## config.mk

```make
export PLATFORM = sky130hd
export DESIGN_NAME = nibble_serial_adder
export DESIGN_NICKNAME = d
export VERILOG_FILES = /design/src/rtl/nibble_serial_adder.sv
export SDC_FILE = /design/constraint.sdc
export NUM_CORES = 1
export LEC_CHECK = 0
export ABC_AREA = 0
export ABC_CLOCK_PERIOD_IN_PS = 5800
export CORE_MARGIN = 2
export CORE_UTILIZATION = 54
export DETAILED_ROUTE_END_ITERATION = 10
export HOLD_SLACK_MARGIN = 0.15
export PLACE_DENSITY = 0.85
export SYNTH_ARGS = -nofsm -noshare
export SYNTH_HDL_FRONTEND = slang
export SYNTH_SLANG_ARGS = --single-unit
```

## constraint.sdc

```tcl
create_clock -name clk -period 5.8 [get_ports clk]
set_input_delay 1.16 -clock clk [delete_from_list [all_inputs] [get_ports clk]]
set_output_delay 1.16 -clock clk [all_outputs]
set_load 0.05 [all_outputs]
```

## src/rtl/nibble_serial_adder.sv

```systemverilog
// Multi-cycle WIDTH-bit adder that feeds one add4 slice a nibble per clock, LSB nibble first.
// Optional signed-overflow output is enabled by defining OVERFLOW_FLAG_EN.

module add4 (
    output logic [3:0] s,
    output logic       cy4,
    input  logic       cy_in,
    input  logic [3:0] x,
    input  logic [3:0] y
);

    assign {cy4, s} = {1'b0, x} + {1'b0, y} + {4'b0000, cy_in};

endmodule

module nibble_serial_adder #(
    parameter int WIDTH = 16
) (
    input  logic             clk,
    input  logic             rst_n,
    input  logic             in_valid,
    output logic             in_ready,
    input  logic [WIDTH-1:0] a,
    input  logic [WIDTH-1:0] b,
    input  logic             cin,
    output logic             out_valid,
    input  logic             out_ready,
    output logic [WIDTH-1:0] sum,
    output logic             cout
`ifdef OVERFLOW_FLAG_EN
    ,
    output logic             ovf
`endif
);

    localparam int NIB  = WIDTH / 4;
    localparam int IDXW = (NIB > 1) ? $clog2(NIB) : 1;
    localparam logic [IDXW-1:0] IDX_LAST = IDXW'(NIB - 1);
    localparam logic [IDXW-1:0] IDX_ONE  = IDXW'(1);

    typedef enum logic [1:0] {
        IDLE,
        RUN,
        DONE
    } state_t;

    state_t                  state_q;
    logic [IDXW-1:0]         idx_q;
    logic                    carry_q;
    logic [NIB-1:0][3:0]     a_q;
    logic [NIB-1:0][3:0]     b_q;
    logic [NIB-1:0][3:0]     sum_q;
    logic                    cout_q;
    logic                    out_valid_q;
    logic                    in_ready_q;
`ifdef OVERFLOW_FLAG_EN
    logic                    ovf_q;
`endif

    logic [3:0] sliceX;
    logic [3:0] sliceY;
    logic [3:0] sliceS;
    logic       sliceCy4;

    assign sliceX = a_q[idx_q];
    assign sliceY = b_q[idx_q];

    add4 u_add4 (
        .s     (sliceS),
        .cy4   (sliceCy4),
        .cy_in (carry_q),
        .x     (sliceX),
        .y     (sliceY)
    );

    // One nibble per RUN edge; the last nibble also latches cout (and ovf) and presents the result.
    always_ff @(posedge clk or negedge rst_n) begin
        if (!rst_n) begin
            state_q     <= IDLE;
            idx_q       <= '0;
            carry_q     <= 1'b0;
            a_q         <= '0;
            b_q         <= '0;
            sum_q       <= '0;
            cout_q      <= 1'b0;
            out_valid_q <= 1'b0;
            in_ready_q  <= 1'b1;
`ifdef OVERFLOW_FLAG_EN
            ovf_q       <= 1'b0;
`endif
        end else begin
            case (state_q)
                IDLE: begin
                    if (in_valid) begin
                        a_q        <= a;
                        b_q        <= b;
                        carry_q    <= cin;
                        idx_q      <= '0;
                        in_ready_q <= 1'b0;
                        state_q    <= RUN;
                    end
                end
                RUN: begin
                    sum_q[idx_q] <= sliceS;
                    carry_q      <= sliceCy4;
                    if (idx_q == IDX_LAST) begin
                        idx_q       <= '0;
                        cout_q      <= sliceCy4;
                        out_valid_q <= 1'b1;
                        state_q     <= DONE;
`ifdef OVERFLOW_FLAG_EN
                        // Carry into the MSB recovered from the slice sum bit, XORed with carry out.
                        ovf_q <= a_q[NIB-1][3] ^ b_q[NIB-1][3] ^ sliceS[3] ^ sliceCy4;
`endif
                    end else begin
                        idx_q <= idx_q + IDX_ONE;
                    end
                end
                DONE: begin
                    if (out_ready) begin
                        out_valid_q <= 1'b0;
                        in_ready_q  <= 1'b1;
                        state_q     <= IDLE;
                    end
                end
                default: begin
                    out_valid_q <= 1'b0;
                    in_ready_q  <= 1'b1;
                    state_q     <= IDLE;
                end
            endcase
        end
    end

    assign in_ready  = in_ready_q;
    assign out_valid = out_valid_q;
    assign sum       = sum_q;
    assign cout      = cout_q;
`ifdef OVERFLOW_FLAG_EN
    assign ovf       = ovf_q;
`endif

endmodule

```

==> metrics.txt <==
drt pass-1 iters 4; crit path kind flip-flop to primary output; number of global-route vias before repair 1616; final slew viol count 0; Switch Pwr 896 uW; Clock power frac 0.116; peak supply drop 281 uV; Worst EP required 4640 ps; placed insts 287; Top FF cell, synth dfrtp_1; Min Hold Slack 483 ps; placed inst area 3070 sq um; CP Capture Type primary output; layout cells sized above 1 0.222; Flop pwr share 0.341; ordered cell list for the critical path clkdlybuf4s50_1; Die H 72.2 um; core area 4410 sq um; Max Cap Viol 0; row count 24; Stages on worst setup path 1; Sw Ratio 0.420; Tot GR Track Use 0.188; Critical R2R Launch idx_q[0]; Worst Skew 13.1 ps; path depth of the worst reg2reg path 6; Num CTS Buffers 5; Mapped Avg Cell Area 13.6 sq um; H-tree depth 2; # hold bufs at CTS 0; synthesized instance count 185; WL met2 2.09 mm; yosys warns 0; crit path buf inv count 1; CP Launch Type flip-flop; WL/cell 14.6 um; Post-Synthesis Cell Area 2510 sq um; setup bufs post-CTS 0; slew margin rel. 0.538; setup TNS 0 ps; Reg2Reg Capture Point sum[10]; run status complete, no violations; setup violators final 0; CP Max Fanout 3; Root Buffer Master clkbuf_8; PwrDens 671 nW/um^2; largest net degree at the start of global routing 57; antenna violations before repair 0; CTS max path bufs 2; fin crit share 0.486; clock latency on the worst-skew pair 310 ps; final wirelength 4.31 mm; Leak Pwr 1.37 nW; Layout area overhead 26.7%; Cell Count, Final, Fillers Out 295; drt initial violations 84; FF-to-FF setup slack 3080 ps; I/O pin count 56; CP startpoint in_ready; Setup crit end in_ready; IO Port Bufs 55; Final GP Congestion 0.782; CTS-repair resized insts 0; CTS tree yes; ant diodes 0; DIE AREA 5210 sq um; RSZ-0062 raised after global routing false; Hold Crit Depth 2; count of cell types in the netlist 26; Die Wd 72.2 um; Antenna Violating Nets Remaining 0; Final Cell Area 3180 sq um; Met3 Wirelength 231 um; first-pass GRT wire length 7.38 mm; Internal 1.24 mW; Seq cells post-synth 56; clock-pin slew on the worst setup and hold paths 100 ps; Final Hold Viols 0; CP arrival 1660 ps; Logic pwr share 0.543; highest routed layer met4; crit-path leading delay family buffers and inverters; via density per instance 5.31; syn nets 231; Remaining DRCs 0; overall via count from detail_route 1567; f_max 355 MHz; Total Power 2.13 mW; DP HPWL 3.06 mm; CTS sink cnt 56; gr ovfl total 0; EDFF count, synth 0; clock period minus worst slack 2820 ps; max incr delay on CP 800 ps; M1 WL 1.91 mm; Worst-Margin Slew 693 ps; fraction of registers with async set/reset 1.00; Slowest cell on crit path clkdlybuf4s50_1; Seq/Total Area, Yosys 0.559; layout net count 288; Hold Path Class flip-flop to flip-flop; initial core utilization 0.569
## stage by stage
step	setup WS, ps	util
2_1_floorplan	3460	-
3_3_place_gp	3030	0.696
3_5_place_dp	3000	0.696
4_1_cts	2970	0.721
5_1_grt	2830	0.721
6_report	2980	0.721
## final cells by class
cell class              count  area [sq um]
multi-input cells         113          1010
fillers                   315          1230
clock buffers               6          72.6
well taps                  52          65.1
inverters                   9          33.8
repair buffers             57           561
flip-flops and latches     56          1400
clock inverters             2          35.0
## registers in the layout, summed over array words and instances, names as in the netlist
signal and cells:
a_q 16, b_q 16, sum 16, idx_q 2, state_q 2, carry_q 1, cout 1, in_ready 1
out_valid 1
## power by group through the flow
stage | registers (mW) | logic, mW | clock network (mW)
finish | 0.728 | 1.16 | 0.248
detailed placement | 0.740 | 1.16 | 0
CTS | 0.732 | 1.17 | 0.254
floorplan | 0.891 | 0.684 | 0
global route | 0.759 | 1.27 | 0.269
global placement | 0.731 | 1.13 | 0
## worst reg2reg max path: cells and delay by family, from the launching register on
| kind | cells | cell delay (ps) |
|---|---|---|
| buffers and inverters | 1 | 60 |
| DFF | 1 | 780 |
| muxes | 1 | 360 |
| xor gates and xnor gates | 1 | 350 |
| adders and majority gates | 2 | 910 |
| AOI/OAI and AO/OA | 1 | 140 |
## routing by layer
metal | up-vias | track usage
met2 | 42 | 0.306
met4 | 0 | 0.0629
met3 | 6 | 0.0528
met1 | 764 | 0.246
met5 | - | 0
li1 | 755 | -
## layout by cell type (no fill, tap or decap), types with 3 or more instances in the layout
cell type,n
clkdlybuf4s50_1,54
inv_1,9
mux2_2,33
o21ai_0,19
clkbuf_8,5
nand2_1,23
dfrtp_1,55
mux4_2,8
a21oi_1,3
nor2_1,4
ha_1,7
## how the worst min path moves through the flow
stage	start	end	slack, ps
4_1_cts	sum[7]	sum[7]	490
2_1_floorplan	a_q[10]	a_q[10]	480
5_1_grt	sum[6]	sum[6]	500
3_3_place_gp	sum[7]	sum[7]	460
6_report	sum[7]	sum[7]	480
3_5_place_dp	sum[7]	sum[7]	470
## cell families (layout without fill, tap and decap cells)
| kind of cell | Yosys count | after routing | synth area share |
|---|---|---|---|
| AO/OA/AOI/OAI | 26 | 26 | 0.0583 |
| XOR/XNOR | 2 | 2 | 0.00698 |
| adder cells (fa/ha/maj) | 9 | 9 | 0.0508 |
| buffers and inverters | 16 | 74 | 0.0384 |
| flip-flops | 56 | 56 | 0.559 |
| multiplexers | 42 | 42 | 0.224 |
| AND/OR/NAND/NOR | 34 | 34 | 0.0628 |
## cells in the mapped netlist, types with 2 or more instances
library cell,number,share of area
o21ai_0,19,0.038
ha_1,7,0.035
buf_6,4,0.018
fa_1,2,0.016
a22o_1,2,0.0070
mux2_2,33,0.15
mux4_2,8,0.072
a21oi_1,3,0.0060
inv_1,9,0.013
nor2_1,4,0.0060
nand2_1,23,0.034
dfrtp_1,55,0.55
nor2b_1,2,0.0050
buf_2,2,0.0040
Power figures use the tool's default switching activity.
